===== src/rtl/mult_pkg.sv =====
// Shared definitions for the symmetric-range pipelined multiplier: default
// configuration, derived constants and the clamped-magnitude helper.
package mult_pkg;

    localparam int W_DEF     = 19;
    localparam int OUT_W_DEF = 2 * W_DEF - 1;
    localparam int SHIFT_DEF = 0;
    localparam int ROUND_DEF = 0;

    // Magnitude of a w-bit two's complement value, with -2^(w-1) folded onto
    // 2^(w-1)-1 so every operand has a representable negation.
    function automatic logic [31:0] sym_abs(input logic [31:0] x, input int w);
        logic [63:0] mask;
        logic [63:0] lim;
        logic [63:0] xe;
        logic [63:0] mag;
        mask = (64'd1 << w) - 64'd1;
        lim  = (64'd1 << (w - 1)) - 64'd1;
        xe   = {32'd0, x} & mask;
        if (((xe >> (w - 1)) & 64'd1) != 64'd0) begin
            mag = (~xe + 64'd1) & mask;
        end else begin
            mag = xe;
        end
        if (mag > lim) begin
            mag = lim;
        end
        return mag[31:0];
    endfunction

    function automatic logic [63:0] rnd_k(input int shift, input int round);
        return (round != 0 && shift > 0) ? (64'd1 << (shift - 1)) : 64'd0;
    endfunction

    function automatic logic [63:0] max_out(input int out_w);
        return (64'd1 << (out_w - 1)) - 64'd1;
    endfunction

    localparam int          MAG_W   = 2 * W_DEF - 2;
    localparam logic [63:0] RND_K   = rnd_k(SHIFT_DEF, ROUND_DEF);
    localparam logic [63:0] MAX_OUT = max_out(OUT_W_DEF);

endpackage


===== src/rtl/mult_pipe_ctrl.sv =====
// Stage-valid shift register for a stall-all streaming pipeline: every stage
// advances together whenever the output slot is empty or being drained.
module mult_pipe_ctrl #(
    parameter int STAGES = 3
) (
    input  logic              clk,
    input  logic              rst,
    input  logic              in_valid,
    input  logic              out_ready,
    output logic              in_ready,
    output logic              adv,
    output logic [STAGES-1:0] stage_valid
);

    logic [STAGES-1:0] valid_q;
    logic [STAGES-1:0] valid_d;

    assign adv         = !valid_q[STAGES-1] | out_ready;
    assign in_ready    = adv;
    assign stage_valid = valid_q;

    generate
        for (genvar gi = 0; gi < STAGES; gi++) begin : g_stage
            if (gi == 0) begin : g_first
                assign valid_d[gi] = adv ? in_valid : valid_q[gi];
            end else begin : g_rest
                assign valid_d[gi] = adv ? valid_q[gi-1] : valid_q[gi];
            end
        end
    endgenerate

    always_ff @(posedge clk or posedge rst) begin
        if (rst) begin
            valid_q <= '0;
        end else begin
            valid_q <= valid_d;
        end
    end

endmodule


===== src/rtl/mult_sym_pipe.sv =====
// Three-stage signed W x W multiplier with symmetric operand range, optional
// rounded right shift and symmetric saturation, valid/ready on both sides.
module mult_sym_pipe
    import mult_pkg::*;
#(
    parameter int W     = W_DEF,
    parameter int OUT_W = OUT_W_DEF,
    parameter int SHIFT = SHIFT_DEF,
    parameter int ROUND = ROUND_DEF
) (
    input  logic             clk,
    input  logic             rst,
    input  logic             in_valid,
    output logic             in_ready,
    input  logic [W-1:0]     a,
    input  logic [W-1:0]     b,
    output logic             out_valid,
    input  logic             out_ready,
    output logic [OUT_W-1:0] c,
    output logic             c_sat
);

    localparam int MAG_BITS = 2 * W - 2;
    localparam int P_W      = 2 * W - 1;
    localparam logic [P_W-1:0] RND_ADD = P_W'(rnd_k(SHIFT, ROUND));
    localparam logic [P_W-1:0] SAT_MAX = P_W'(max_out(OUT_W));

    generate
        if (W < 2 || W > 32) begin : g_bad_w
            $error("mult_sym_pipe: W must be in 2..32");
        end
        if (OUT_W < 2 || OUT_W > 2 * W - 1) begin : g_bad_out_w
            $error("mult_sym_pipe: OUT_W must be in 2..2*W-1");
        end
        if (SHIFT < 0 || SHIFT > 2 * W - 3) begin : g_bad_shift
            $error("mult_sym_pipe: SHIFT must be in 0..2*W-3");
        end
        if (ROUND != 0 && ROUND != 1) begin : g_bad_round
            $error("mult_sym_pipe: ROUND must be 0 or 1");
        end
    endgenerate

    logic       adv;
    logic [2:0] stage_valid;

    mult_pipe_ctrl #(
        .STAGES(3)
    ) u_ctrl (
        .clk        (clk),
        .rst        (rst),
        .in_valid   (in_valid),
        .out_ready  (out_ready),
        .in_ready   (in_ready),
        .adv        (adv),
        .stage_valid(stage_valid)
    );

    assign out_valid = stage_valid[2];

    // Stage 1: clamped magnitudes and result sign
    logic [W-2:0] a_mag_d, a_mag_q;
    logic [W-2:0] b_mag_d, b_mag_q;
    logic         sign1_d, sign1_q;

    assign a_mag_d = (W-1)'(sym_abs(32'(a), W));
    assign b_mag_d = (W-1)'(sym_abs(32'(b), W));
    // A zero operand must not yield a negative zero further down.
    assign sign1_d = (a[W-1] ^ b[W-1]) & (a_mag_d != '0) & (b_mag_d != '0);

    always_ff @(posedge clk or posedge rst) begin
        if (rst) begin
            a_mag_q <= '0;
            b_mag_q <= '0;
            sign1_q <= 1'b0;
        end else if (adv && in_valid) begin
            a_mag_q <= a_mag_d;
            b_mag_q <= b_mag_d;
            sign1_q <= sign1_d;
        end
    end

    // Stage 2: unsigned magnitude product
    logic [MAG_BITS-1:0] mag_d, mag_q;
    logic                sign2_q;

    assign mag_d = MAG_BITS'(a_mag_q) * MAG_BITS'(b_mag_q);

    always_ff @(posedge clk or posedge rst) begin
        if (rst) begin
            mag_q   <= '0;
            sign2_q <= 1'b0;
        end else if (adv && stage_valid[0]) begin
            mag_q   <= mag_d;
            sign2_q <= sign1_q;
        end
    end

    // Stage 3: round, shift, saturate, re-apply sign. The extra top bit keeps
    // the rounding add from wrapping.
    logic [P_W-1:0]   sum_w;
    logic [P_W-1:0]   m_shift;
    logic             sat_d;
    logic [OUT_W-1:0] m_out;
    logic             neg_d;
    logic [OUT_W-1:0] c_d, c_q;
    logic             c_sat_q;

    assign sum_w   = {1'b0, mag_q} + RND_ADD;
    assign m_shift = sum_w >> SHIFT;
    assign sat_d   = m_shift > SAT_MAX;
    assign m_out   = OUT_W'(sat_d ? SAT_MAX : m_shift);
    assign neg_d   = sign2_q & (m_out != '0);
    assign c_d     = neg_d ? ((~m_out) + OUT_W'(1)) : m_out;

    always_ff @(posedge clk or posedge rst) begin
        if (rst) begin
            c_q     <= '0;
            c_sat_q <= 1'b0;
        end else if (adv && stage_valid[1]) begin
            c_q     <= c_d;
            c_sat_q <= sat_d;
        end
    end

    assign c     = c_q;
    assign c_sat = c_sat_q;

endmodule


===== config.mk =====
export PLATFORM = sky130hd
export DESIGN_NAME = mult_sym_pipe
export DESIGN_NICKNAME = d
export VERILOG_FILES = /design/src/rtl/mult_pkg.sv /design/src/rtl/mult_pipe_ctrl.sv /design/src/rtl/mult_sym_pipe.sv
export SDC_FILE = /design/constraint.sdc
export NUM_CORES = 1
export LEC_CHECK = 0
export ABC_CLOCK_PERIOD_IN_PS = 15200
export CAP_MARGIN = 5
export CORE_MARGIN = 5
export CORE_UTILIZATION = 50
export CTS_CLUSTER_SIZE = 25
export DETAILED_ROUTE_END_ITERATION = 7
export GPL_ROUTABILITY_DRIVEN = 0
export GPL_TIMING_DRIVEN = 0
export PLACE_DENSITY = 0.79
export REMOVE_ABC_BUFFERS = 1
export SLEW_MARGIN = 30
export SYNTH_ARGS = -nofsm -noshare
export SYNTH_HDL_FRONTEND = slang
export SYNTH_SLANG_ARGS = --single-unit

===== constraint.sdc =====
create_clock -name clk -period 15.2 [get_ports clk]
set_input_delay 4.56 -clock clk [delete_from_list [all_inputs] [get_ports clk]]
set_output_delay 4.56 -clock clk [all_outputs]
set_load 0.03 [all_outputs]

==> metrics.md, run 1 <==
| Metric | Value |
|---|---|
| FF+latch count, synth | `115` |
| Max Fclk | `92.9 MHz` |
| Slew @ Worst Pin | `0.976 ns` |
| Number of synthesized flops with an enable pin | `0` |
| Vias | `12796` |
| Status | `finished clean` |
| Critical-path maximum fanout | `9` |
| Register cell area after layout | `2880 µm²` |
| Syn Inst Count | `1890` |
| Tmin final | `10.76 ns` |
| Total CTS buffers | `17` |
| # IOs | `82` |
| CTS H-tree lvls | `4` |
| Worst Path Required | `10.64 ns` |
| Crit end category | `output pin` |
| Reg2reg setup slack | `8.22 ns` |
| Core area | `32500 µm²` |
| Residual DRC | `0` |
| Worst Path Arrival | `6.20 ns` |
| CP Launch Type | `input port` |
| Dpl ws | `4.43 ns` |
| Final Setup Violations | `0` |
| Share of layout cells above drive strength 1 | `3.57%` |
| Post-route setup TNS | `0 ns` |
| Post-DR vias/cell | `5.45` |
| Diode count | `0` |
| Row count | `66` |
| Post-synthesis cell type count | `64` |
| Nets@finish | `2304` |
| CTS root buffer | `clkbuf_16` |
| Area of the multi-input gates | `11900 µm²` |
| Initial antenna violation count | `0` |
| Area Overhead vs Synth | `9.98%` |
| Filler cells | `2836` |
| Worst min path class | `reg2reg` |
| Slew Limit Fails | `0` |
| Die height | `191 µm` |
| Initial drt markers | `943` |
| Synth async-reset ratio | `100%` |
| GRT overflow | `0` |
| Die width | `191 µm` |
| Ys flop type | `dfrtp_1` |
| Clk_lat worst skew | `0.43 ns` |
| IO Port Bufs | `81` |
| Syn_area_per_cell | `8.71 µm²` |
| Mapped Area | `16500 µm²` |
| Detail Route Antenna Nets | `0` |
| Setup CP Type | `in2out` |
| Hold_buf cts | `0` |
| Hold Vio Cnt, Final | `0` |
| PnR worst setup slack | `4.44 ns` |
| Rel. slew slack | `34.9%` |
| CTS tree | `built` |
| Vias in the first global route | `13485` |
| RSZ-0062 raised after global routing | `false` |
| Clock Skew | `0.0133 ns` |
| Detailed Routing Iterations Pass 1 | `5` |
| Die ar. | `36700 µm²` |
| Largest net degree at the start of global routing | `96` |
| Synth Warn # | `0` |
| Final HPWL DP | `29000 µm` |
| First-pass GRT wire length | `67000 µm` |
| Max-cap viol count | `0` |
| Initial Utilization | `50.6%` |
| DR WL/cell | `17.0 µm` |
| Routed WL | `39900 µm` |
| Post-CTS Resized | `0` |
| Clock slew at reported path FFs | `0.06 ns` |
| Total track usage | `22.7%` |
| Clock buffer depth | `2` |
| # clock sinks | `115` |
| Fin crit share | `70.8%` |
| Sequential fraction of the synthesis area | `17.5%` |
| Postcts setup bufs | `0` |
[synthesized netlist by cell type, types with 7 or more instances]
| library cell | n | area, µm² |
|---|---|---|
| inv_1 | 341 | 1280 |
| nand2_1 | 270 | 1010 |
| fa_1 | 256 | 5120 |
| and2_1 | 146 | 913 |
| dfrtp_1 | 115 | 2880 |
| ha_1 | 113 | 1410 |
| nor2_1 | 103 | 387 |
| clkbuf_1 | 96 | 360 |
| a21oi_1 | 95 | 475 |
| o21ai_0 | 65 | 325 |
| xor2_1 | 47 | 412 |
| xnor2_1 | 43 | 377 |
| a31oi_1 | 20 | 125 |
| nor3_1 | 18 | 90.1 |
| nand3_1 | 12 | 60.1 |
| nand4_1 | 12 | 75.1 |
| o31ai_1 | 12 | 90.1 |
| or3_1 | 9 | 56.3 |
| mux2_2 | 7 | 78.8 |
| mux2i_1 | 7 | 70.1 |
[logic make-up after synthesis]
logic type | Yosys count | share of synthesized area, %
mux | 14 | 0.904
compound gates | 246 | 9.08
flops | 115 | 17.5
buf+inv | 441 | 10.1
xor+xnor | 90 | 4.79
simple gates | 615 | 18.0
fa+ha+maj | 369 | 39.7
[final timing paths]
path | from | end | depth (start not counted)
setup / recovery | out_ready | in_ready | 3
hold / removal | u_ctrl.stage_valid[1]$_DFFE_PP0N_ | u_ctrl.stage_valid[2]$_DFFE_PP0N_ | 2
setup reg to reg | a_mag_q[5]$_DFFE_PP0P_ | mag_q[32]$_DFFE_PP0P_ | 21
hold reg to reg | u_ctrl.stage_valid[1]$_DFFE_PP0N_ | u_ctrl.stage_valid[2]$_DFFE_PP0N_ | 2
max in group asynchronous | rst | b_mag_q[1]$_DFFE_PP0P_ | 3
min in group asynchronous | rst | c[36]$_DFFE_PP0P_ | 2
[cells in the final DEF (no fill, tap or decap), types with 20 or more instances in the layout]
cell type / n
fa_1: 256
nand2_1: 269
dfrtp_1: 115
a21oi_1: 95
ha_1: 113
a31oi_1: 20
inv_1: 340
xor2_1: 47
nor2_1: 103
and2_1: 144
o21ai_0: 65
clkdlybuf4s50_1: 81
xnor2_1: 43
[state kept, by name, indices dropped and copies added, names as in the netlist]
signal / count
mag_q: 36
u_ctrl.stage_valid: 3
c: 37
sign2_q: 1
b_mag_q: 18
a_mag_q: 18
sign1_q: 1
c_sat: 1
[cell type report]
cell class	count	share of cell area (%)
multi-input cells	1334	65.9
flip-flops and latches	115	15.9
inverters	342	7.13
repair buffers	83	4.78
well taps	442	3.05
clock buffers	18	2.37
clock inverters	14	0.864
[through the flow]
step / area (µm²) / std cells / utilization, % / hold WS (ns)
after floorplan: 16100 / 1791 / - / 0.428
after global placement: 17500 / 2314 / 53.6 / 0.442
after detailed placement: 17500 / 2316 / 53.9 / 0.466
after CTS: 18100 / 2348 / 55.7 / 0.487
after global routing: 18100 / 2348 / 55.7 / 0.524
final: 18100 / 2348 / 55.7 / 0.484
[critical path: stages]
cell	delay (ns)
clkdlybuf4s50_1	0.44
nand2b_1	0.42
clkdlybuf4s50_1	0.78
[per-layer routing]
metal	GRT usage (%)	up-vias	share of wire (%)
met5	0	-	0
met4	5.39	0	2.1
met3	6.21	79	9.4
met2	37.4	576	47
met1	29.9	6285	41
li1	-	5856	-
Power of run 1 is not shown: default switching activity piles up to over one toggle a cycle in this logic, so the estimate is an artifact.
==> run 2, diff against run 1 <==
ABC_CLOCK_PERIOD_IN_PS = 9400   (was 15200)
PLACE_DENSITY = 0.82   (was 0.79)
clock period = 9.4 ns   (was 15.2 ns; I/O delays follow)
==> metrics.md, run 2 (synthesis gave the netlist of run 1 again) <==
| Metric | Value |
|---|---|
| Status | `finished clean` |
| Hold slack | `0.511 ns` |
| Largest net degree at the start of global routing | `95` |
| Max-cap viol count | `0` |
| Min-Delay Endpoint | `c_sat$_DFFE_PP0P_` |
| Fin crit share | `78.4%` |
| Postcts setup bufs | `0` |
| Hold Vio Cnt, Final | `0` |
| Max Fclk | `136 MHz` |
| Slew @ Worst Pin | `1.00 ns` |
| Final Setup Violations | `0` |
| RSZ-0062 raised after global routing | `false` |
| CP Launch Type | `input port` |
| Detail Route Antenna Nets | `0` |
| First-pass GRT wire length | `67800 µm` |
| Clk_lat worst skew | `0.44 ns` |
| Post-CTS Resized | `0` |
| Vias | `12887` |
| Setup CP Type | `in2out` |
| Total track usage | `22.8%` |
| Initial drt markers | `1051` |
| Worst Path Arrival | `4.55 ns` |
| CTS H-tree lvls | `4` |
| Worst r2r src | `a_mag_q[5]$_DFFE_PP0P_` |
| Core area | `32500 µm²` |
| Area of the multi-input gates | `11900 µm²` |
| Share of layout cells above drive strength 1 | `3.62%` |
| # clock sinks | `115` |
| Row count | `66` |
| Post-DR vias/cell | `5.49` |
| Die height | `191 µm` |
| Initial Utilization | `50.6%` |
| Slew Limit Fails | `0` |
| Area Overhead vs Synth | `10.2%` |
| Largest register FFs | `37` |
| Tmin final | `7.37 ns` |
| Initial antenna violation count | `0` |
| IO Port Bufs | `81` |
| Clock buffer depth | `2` |
| Detailed Routing Iterations Pass 1 | `5` |
| Worst min path class | `reg2reg` |
| Reg2Reg Depth | `21` |
| Routed WL | `40200 µm` |
| R2r endpoint | `mag_q[32]$_DFFE_PP0P_` |
| Critical-path maximum fanout | `9` |
| GRT overflow | `0` |
| Total CTS buffers | `17` |
| DR WL/cell | `17.1 µm` |
| Hold wc startpoint | `c_sat$_DFFE_PP0P_` |
| CTS root buffer | `clkbuf_16` |
| Diode count | `0` |
| Nets@finish | `2304` |
| Die width | `191 µm` |
| Die ar. | `36700 µm²` |
| CTS tree | `built` |
| Crit end category | `output pin` |
| Final HPWL DP | `28800 µm` |
| Hold_buf cts | `0` |
| Most frequent cells in the layout | `inv_1, nand2_1, fa_1, and2_1, dfrtp_1` |
| # IOs | `82` |
| Vias in the first global route | `13798` |
| Hold Path Cell Cnt | `1` |
| Post-route setup TNS | `0 ns` |
| Filler cells | `2783` |
| Register cell area after layout | `2880 µm²` |
| Most common cell after layout, fill and taps aside | `inv_1` |
| Rel. slew slack | `33.3%` |
| Clock slew at reported path FFs | `0.06 ns` |
| Reg2reg setup slack | `2.40 ns` |
| Worst Path Required | `6.58 ns` |
| Residual DRC | `0` |
| Clock Skew | `0.0194 ns` |
## run 2: through the flow
stage                     instances  setup WS (ns)  instance area [µm²]  util (%)
after global placement         2314           1.99                17500      53.6
after global routing           2348           1.99                18100      55.8
after CTS                      2348           2.10                18100      55.8
after detailed placement       2316           2.11                17500      53.9
final                          2348           2.03                18100      55.8
after floorplan                1791           3.31                16100         -
## run 2: layout make-up
type | instances | share of cell area (%)
sequential | 115 | 15.9
inverter | 342 | 7.12
clock buffer | 17 | 2.34
multi-input combinational | 1334 | 65.8
clock inverter | 15 | 1.08
timing repair buffer | 83 | 4.77
tap | 442 | 3.05
## run 2: worst max-delay path, cell delays in order
cell             delay [ns]
clkdlybuf4s50_1        0.46
nand2b_1               0.48
clkdlybuf4s50_1        0.78
## run 2: how the worst max path moves through the flow
stage / start / to / cells past startpoint
floorplan: a_mag_q[5]$_DFFE_PP0P_ / mag_q[32]$_DFFE_PP0P_ / 21
global placement: rst / b_mag_q[3]$_DFFE_PP0P_ / 2
detailed placement: out_ready / in_ready / 3
CTS: out_ready / in_ready / 3
global route: out_ready / in_ready / 3
finish: out_ready / in_ready / 3
## run 2: routing by layer
metal  up-vias  global-route usage, %  share of wire (%)
li1       5856                      -                  -
met5         -                      0                  0
met4         0                   8.29                3.4
met1      6302                   29.6                 41
met2       611                   37.0                 46
met3       118                   6.21                9.5
Power of run 2 is left out for the same reason.
==> run 3, diff against run 2 <==
ABC_CLOCK_PERIOD_IN_PS = 6300   (was 9400)
clock period = 6.3 ns   (was 9.4 ns; I/O delays follow)
==> metrics.md, run 3 (synthesis gave the netlist of run 1 again) <==
| Metric | Value |
|---|---|
| Clock Skew | `0.0190 ns` |
| Rel. slew slack | `38.7%` |
| Worst min path class | `reg2reg` |
| Hold_buf cts | `0` |
| Tmin final | `6.17 ns` |
| Clock buffer depth | `2` |
| PnR worst setup slack | `0.133 ns` |
| Reg2Reg Depth | `20` |
| Vias in the first global route | `13925` |
| Min-Delay Endpoint | `c_sat$_DFFE_PP0P_` |
| Post-DR vias/cell | `5.54` |
| Most common cell after layout, fill and taps aside | `inv_1` |
| Placed Cells | `2316` |
| Worst path slowest cell | `fa_1` |
| Worst path cell trace | `buf_4 > and2_1 > fa_1 > inv_1 > fa_1 > fa_1 > inv_1 > fa_1 > fa_1 > inv_1 > fa_1 > inv_1 > ha_1 > or3_4 > o221ai_4 > a21oi_4 > a31oi_4 > o21ai_2 > o311ai_1 > nand3_1` |
| Detailed Routing Iterations Pass 1 | `7` |
| Vias | `13295` |
| GRT overflow | `0` |
| Largest net degree at the start of global routing | `95` |
| Max stage delay on crit path | `0.59 ns` |
| Largest register FFs | `37` |
| Dpl ws | `-0.602 ns` |
| Total track usage | `23.1%` |
| CTS tree | `built` |
| # clock sinks | `115` |
| Clk_lat worst skew | `0.44 ns` |
| Core area | `32500 µm²` |
| Area of the multi-input gates | `12100 µm²` |
| Hold Path Cell Cnt | `1` |
| IO Port Bufs | `81` |
| Filler cells | `2643` |
| Finished Layout Cells | `2401` |
| Hold Vio Cnt, Final | `0` |
| Slew Limit Fails | `0` |
| Area Overhead vs Synth | `14.3%` |
| Setup CP Type | `reg2reg` |
| Die ar. | `36700 µm²` |
| RSZ-0062 raised after global routing | `true` |
| Reg2reg setup slack | `0.13 ns` |
| Fin crit share | `97.9%` |
| Die width | `191 µm` |
| Initial Utilization | `50.6%` |
| Post-layout util | `57.9%` |
| Hold wc startpoint | `c_sat$_DFFE_PP0P_` |
| CTS root buffer | `clkbuf_16` |
| Share of layout cells above drive strength 1 | `8.93%` |
| Register cell area after layout | `2970 µm²` |
| Critical-path maximum fanout | `12` |
| Die height | `191 µm` |
| Max-cap viol count | `0` |
| Worst Path Required | `6.60 ns` |
| Final Setup Violations | `0` |
| Residual DRC | `0` |
| Routed WL | `42200 µm` |
| Final HPWL DP | `28800 µm` |
| Row count | `66` |
| CP Launch Type | `register` |
| Most frequent cells in the layout | `inv_1, nand2_1, fa_1, and2_1, ha_1` |
| Diode count | `0` |
| Worst r2r src | `b_mag_q[8]$_DFFE_PP0P_` |
| R2r endpoint | `mag_q[32]$_DFFE_PP0P_` |
| Initial drt markers | `1265` |
| Detail Route Antenna Nets | `0` |
| Initial antenna violation count | `0` |
| Slew @ Worst Pin | `0.917 ns` |
| Clock slew at reported path FFs | `0.06 ns` |
| Nets@finish | `2357` |
| CTS H-tree lvls | `4` |
| # IOs | `82` |
| Total CTS buffers | `17` |
| Status | `finished clean` |
| Crit end category | `register` |
| Max Fclk | `162 MHz` |
| DR WL/cell | `17.6 µm` |
| Crit-path most repeated cell | `fa_1` |
| Worst Path Arrival | `6.47 ns` |
| First-pass GRT wire length | `68500 µm` |
==> run 3: changes by cell type in the layout (fill, tap and decap cells not counted), sizes merged <==
| cell | previous run | this run |
|---|---|---|
| buf | 2 | 55 |
==> run 3: metrics by stage <==
step           instance area [µm²]  hold slack (ns)  setup TNS, ns
2_1_floorplan                16100            0.428              0
3_3_place_gp                 17500            0.443         -22.31
3_5_place_dp                 17500            0.458          -3.87
4_1_cts                      18400            0.515              0
5_1_grt                      18800            0.537         -0.236
6_report                     18800            0.510              0
==> run 3: worst max-delay path by stage <==
stage                                 startpoint                    end  depth (start not counted)
after floorplan           a_mag_q[5]$_DFFE_PP0P_  mag_q[32]$_DFFE_PP0P_                         21
after global placement    a_mag_q[6]$_DFFE_PP0P_  mag_q[30]$_DFFE_PP0P_                         21
after detailed placement  a_mag_q[5]$_DFFE_PP0P_  mag_q[32]$_DFFE_PP0P_                         21
after CTS                 a_mag_q[0]$_DFFE_PP0P_  mag_q[35]$_DFFE_PP0P_                         19
after global routing      a_mag_q[5]$_DFFE_PP0P_  mag_q[31]$_DFFE_PP0P_                         22
final                     b_mag_q[8]$_DFFE_PP0P_  mag_q[32]$_DFFE_PP0P_                         20
==> run 3: metal layers <==
metal  global-route usage (%)  wire length [µm]
met5                     2.34               110
met4                     8.54              1720
met3                     5.95              4240
met2                     37.5             19700
met1                     29.8             16400
==> run 3: critical path, delay by kind of cell, from the launching register on <==
kind                       cells  cell delay [ns]
and+or+nand+nor                3             0.70
adders and majority gates      7             3.51
AOI/OAI and AO/OA              5             0.87
buffers and inverters          5             0.45
DFF                            1             0.52
==> run 3: repair_timing <==
| item | in CTS | in global routing |
|---|---|---|
| endpoints found under the setup margin | 15 | 14 |
| resized for setup | 43 | 45 |
| pin swaps | 1 | 14 |
| setup buffers | 20 | 33 |
==> run 3: cell type report <==
class,instances,share of cell area (%)
clock buffers,17,2.26
clock inverters,15,1.04
repair buffers,136,6.98
inverters,342,6.86
multi-input cells,1334,64.1
flip-flops and latches,115,15.8
well taps,442,2.94
Power of run 3 is left out for the same reason.
==> RTL edit 1, RTL diff (settings of run 2) <==
Make the reset (`rst`) synchronous in 4 clocked blocks.
--- a/src/rtl/mult_pipe_ctrl.sv
+++ b/src/rtl/mult_pipe_ctrl.sv
@@ -29,7 +29,7 @@
         end
     endgenerate
 
-    always_ff @(posedge clk or posedge rst) begin
+    always_ff @(posedge clk) begin
         if (rst) begin
             valid_q <= '0;
         end else begin
--- a/src/rtl/mult_sym_pipe.sv
+++ b/src/rtl/mult_sym_pipe.sv
@@ -67,7 +67,7 @@
     // A zero operand must not yield a negative zero further down.
     assign sign1_d = (a[W-1] ^ b[W-1]) & (a_mag_d != '0) & (b_mag_d != '0);
 
-    always_ff @(posedge clk or posedge rst) begin
+    always_ff @(posedge clk) begin
         if (rst) begin
             a_mag_q <= '0;
             b_mag_q <= '0;
@@ -85,7 +85,7 @@
 
     assign mag_d = MAG_BITS'(a_mag_q) * MAG_BITS'(b_mag_q);
 
-    always_ff @(posedge clk or posedge rst) begin
+    always_ff @(posedge clk) begin
         if (rst) begin
             mag_q   <= '0;
             sign2_q <= 1'b0;
@@ -112,7 +112,7 @@
     assign neg_d   = sign2_q & (m_out != '0);
     assign c_d     = neg_d ? ((~m_out) + OUT_W'(1)) : m_out;
 
-    always_ff @(posedge clk or posedge rst) begin
+    always_ff @(posedge clk) begin
         if (rst) begin
             c_q     <= '0;
             c_sat_q <= 1'b0;
Check against the original RTL: not equivalent (Yosys sat finds a counterexample within 4 cycles, from zero or initial values and one cycle with rst high; the reset may be asserted at any time).
==> RTL edit 1 against run 2 <==
Routed wire length shrank 1.2%. Area after synthesis shrank 1.9%. Sequential cell count is the same. Worst setup slack lost 0.24 ns. Cell area shrank 2.3%. Highest routed layer is now met5. Critical path depth grew 19.
Power is left out: it rests on default switching activity, and per cell area and clock period it moved more than threefold.
==> RTL edit 1: results (changes against run 2) <==
Yosys
  • Unique cell type count in the Yosys netlist: 66 (was 64)
  • Seq/Total Area, Yosys: 0.143 (was 0.175)
  • Synth async-reset ratio: 0 (was 1.00)
  • Synth area leaders: fa_1, dfxtp_1, ha_1 (was fa_1, dfrtp_1, ha_1)
  • Ys flop type: dfxtp_1 (was dfrtp_1)
  • Synth top cells by count: inv_1, nand2_1, fa_1, and2_1, dfxtp_1 (was inv_1, nand2_1, fa_1, and2_1, dfrtp_1)
  • Synth Instances: 1911 (was 1890)

GRT
  • Vias in the first global route: 13700 (was 13800)
  • First-pass GRT wire length: 66.9 mm (was 67.8 mm)
  • Pin count of the biggest net entering global routing: 79 (was 95)
  • Gr usage total: 0.227 (was 0.228)

CTS
  • Post-CTS setup buffers: 0 (unchanged)

Timing
  • Rel. slew slack: 0.281 (was 0.333)
  • Worst Skew: 0.0116 ns (was 0.0194 ns)

Placed design
  • DP HPWL: 28.8 mm (about the same)
  • Worst slack at placement: 1.89 ns (was 2.11 ns)

Critical path
  • R2r startpoint: a_mag_q[5] (unchanged)
  • Worst reg2reg path depth: 22 (was 21)
  • Worst EP arrival: 7.95 ns (was 4.55 ns)
  • Capturing point of the worst reg2reg path: mag_q[35] (was mag_q[32])
  • Flop2flop setup slack: 1.80 ns (was 2.40 ns)
  • Crit Path Max Fanout: 19 (was 9)

Route
  • Final WL: 39.7 mm (was 40.2 mm)
  • Iteration-0 DRC count of the detailed router: 952 (was 1051)
  • Drt first pass iters: 6 (was 5)
  • Via count: 12900 (about the same)

Final layout
  • Final std cells w/o fill: 2313 (was 2348)
  • Share of post-route cells with drive strength above 1: 0.0309 (was 0.0362)
  • # fillers: 2710 (was 2783)

Worst hold path
  • Hold path endpoint: c_sat (unchanged)

Outcome
  • Status: finished clean (unchanged)
[RTL edit 1: worst max path at each step]
stage                      from  cells after the start        end  slack (ns)
floorplan            a_mag_q[8]                     20  mag_q[35]        3.08
global placement    b_mag_q[14]                     20  mag_q[35]        2.00
detailed placement   a_mag_q[6]                     22  mag_q[35]        1.89
CTS                  a_mag_q[6]                     22  mag_q[35]        1.86
global route         a_mag_q[5]                     22  mag_q[35]        1.49
finish               a_mag_q[5]                     22  mag_q[35]        1.80
[RTL edit 1: cells by family (layout without fill, tap and decap cells)]
kind of cell,Yosys count,in the layout,share of synthesized area
and+or+nand+nor,630,630,0.188
buffers and inverters,447,447,0.105
adders and majority gates,369,369,0.405
AOI/OAI and AO/OA,257,257,0.109
DFF,115,115,0.143
xor gates and xnor gates,89,89,0.0482
muxes,4,4,0.00256
[RTL edit 1: cell type report]
class	instances	area, um2	share of cell area
Sequential cell	115	2300	0.130
Tap cell	402	503	0.0284
Multi-Input combinational cell	1349	12200	0.687
Inverter	332	1250	0.0703
Clock inverter	14	200	0.0113
Timing Repair Buffer	83	867	0.0489
Clock buffer	18	429	0.0242
[RTL edit 1: stage by stage]
stage	area (um2)	util	hold WS, ns
finish	17700	0.559	0.472
global route	17700	0.559	0.502
CTS	17700	0.558	0.475
detailed placement	17100	0.539	0.458
global placement	17000	0.537	0.452
floorplan	15700	-	0.426
[RTL edit 1: worst max-delay path, stage by stage, from the launching register on]
cell and delay (ns):
dfxtp_1 0.94, nand2_1 0.20, fa_1 0.59, inv_1 0.06, fa_1 0.51, inv_1 0.06, fa_1 0.51, inv_1 0.07
fa_1 0.51, fa_1 0.56, inv_1 0.06, fa_1 0.60, inv_1 0.07, ha_1 0.36, nand3_1 0.16, or4_1 0.56
a311oi_1 0.46, o32a_1 0.28, a21oi_1 0.15, nor4_1 0.28, a2111oi_0 0.13, xnor2_1 0.14, a211oi_1 0.23
[RTL edit 1: routing by layer]
metal	track usage	wire length, um	up-vias
met4	0.0799	1400	2
met5	0.0137	62	-
li1	-	-	5975
met3	0.0679	4210	130
met1	0.286	15800	6220
met2	0.372	18300	574
==> RTL edit 2, RTL diff (config.mk and constraints of run 2) <==
Without the edit above. `W_DEF`: 19 -> 21.
--- a/src/rtl/mult_pkg.sv
+++ b/src/rtl/mult_pkg.sv
@@ -2,7 +2,7 @@
 // configuration, derived constants and the clamped-magnitude helper.
 package mult_pkg;
 
-    localparam int W_DEF     = 19;
+    localparam int W_DEF     = 21;
     localparam int OUT_W_DEF = 2 * W_DEF - 1;
     localparam int SHIFT_DEF = 0;
     localparam int ROUND_DEF = 0;
Ports: changed (resized a, b and c); port bits go from 82 to 90. The function was not compared with the original's and may differ.
==> RTL edit 2 against run 2 <==
Non-clock buffer count grew 9. Critical endpoint is now mag_q[27]. Clock skew is 0.0080 ns lower. Hold slack worse by 0.030 ns. Sequential cell count rose by 12. Utilization decreased by 1.2 points. Cell area grew 19%. Worst setup slack got worse by 1.1 ns. Routed wire length rose by 22%. Area after synthesis increased by 20%. Critical path depth is 21 higher.
Power is left out: the tool's default activity adds up to more than one toggle a clock period on the data nets, which glitch-free logic cannot reach.
==> RTL edit 2: results (changes against run 2) <==
Final layout
  • Layout clock area frac: 0.0260 (was 0.0343)
  • Non-clock inverter total of the final layout: 349 (was 342)
  • Flip-flop and latch count: 127 (was 115)
  • Area of the multi-input gates: 0.0149 mm2 (was 0.0119 mm2)
  • # fillers: 3395 (was 2783)
  • Layout Nets: 2731 (was 2304)
  • Clock Buffer Count: 18 (was 17)
  • Data buffer area share: 0.0443 (was 0.0477)
  • Share of post-route cells with drive strength above 1: 0.0265 (was 0.0362)
  • Max FFs per register: 41 (was 37)
  • Area growth from synthesis to layout: 8.53% (was 10.2%)

Route
  • Iteration-0 DRC count of the detailed router: 1225 (was 1051)
  • Met3 wire length: 4.44 mm (was 3.80 mm)
  • Drt first pass iters: 8 (was 5)
  • Met2 wire len: 23.2 mm (was 18.6 mm)
  • Via count: 15400 (was 12900)
  • Final WL: 48.9 mm (was 40.2 mm)

Critical path
  • Slowest cell on crit path: dfrtp_1 (was clkdlybuf4s50_1)
  • Capturing point of the worst reg2reg path: mag_q[27] (was mag_q[32])
  • CP max stage delay: 1.04 ns (was 0.78 ns)
  • Crit Path Max Fanout: 21 (was 9)
  • Crit path kind: reg -> reg (was in -> out)
  • Worst reg2reg path depth: 24 (was 21)
  • Flop2flop setup slack: 0.98 ns (was 2.40 ns)
  • CP Launch Point: a_mag_q[9] (was out_ready)

Outcome
  • Status: finished clean (unchanged)

Yosys
  • Post-Synth Adder-Cell Area: 0.420 (was 0.397)
  • Post-Synth XOR/XNOR Area: 0.0490 (was 0.0479)
  • Synth area leaders: fa_1, dfrtp_1, ha_1 (unchanged)
  • Seq/Total Area, Yosys: 0.160 (was 0.175)
  • Compound-cell area share of the yosys netlist: 0.0919 (was 0.0908)
  • Multiplexer area fraction after synthesis: 0.00498 (was 0.00904)
  • Synth Instances: 2230 (was 1890)

GRT
  • Pin count of the biggest net entering global routing: 93 (was 95)
  • Global Route met3 Usage: 0.0610 (was 0.0621)
  • Gr usage total: 0.229 (was 0.228)
  • Initial antenna violation count: 1 (was 0)
  • M2 GR Usage: 0.372 (was 0.370)
  • Vias in the first global route: 16400 (was 13800)
  • Met1 GRT Util: 0.301 (was 0.296)

Worst hold path
  • Hold Path Depth: 2 (was 1)

Placed design
  • DP HPWL: 35.9 mm (was 28.8 mm)

Timing
  • Slew of the pin with the lowest slew margin: 1.08 ns (was 1.00 ns)
[RTL edit 2: cell count changes after synthesis, moves of 18 or more]
cell and delta:
xor2_1 +22, and2_1 +81, clkbuf_1 +27, o31ai_1 +18, fa_1 +64, ha_1 +40
[RTL edit 2: critical path: cells and delay by family (launching register included)]
| family | cells | cell delay [ns] |
|---|---|---|
| adder cells (fa/ha/maj) | 8 | 3.91 |
| AO/OA/AOI/OAI | 7 | 2.47 |
| flip-flops | 1 | 1.04 |
| AND/OR/NAND/NOR | 2 | 0.35 |
| buffers and inverters | 6 | 0.30 |
| XOR/XNOR | 1 | 0.21 |
[RTL edit 2: metrics by stage]
step	setup WS [ns]	hold WS [ns]
global route	0.533	0.504
finish	0.981	0.481
CTS	1.17	0.476
detailed placement	1.20	0.460
global placement	1.23	0.441
floorplan	2.29	0.428
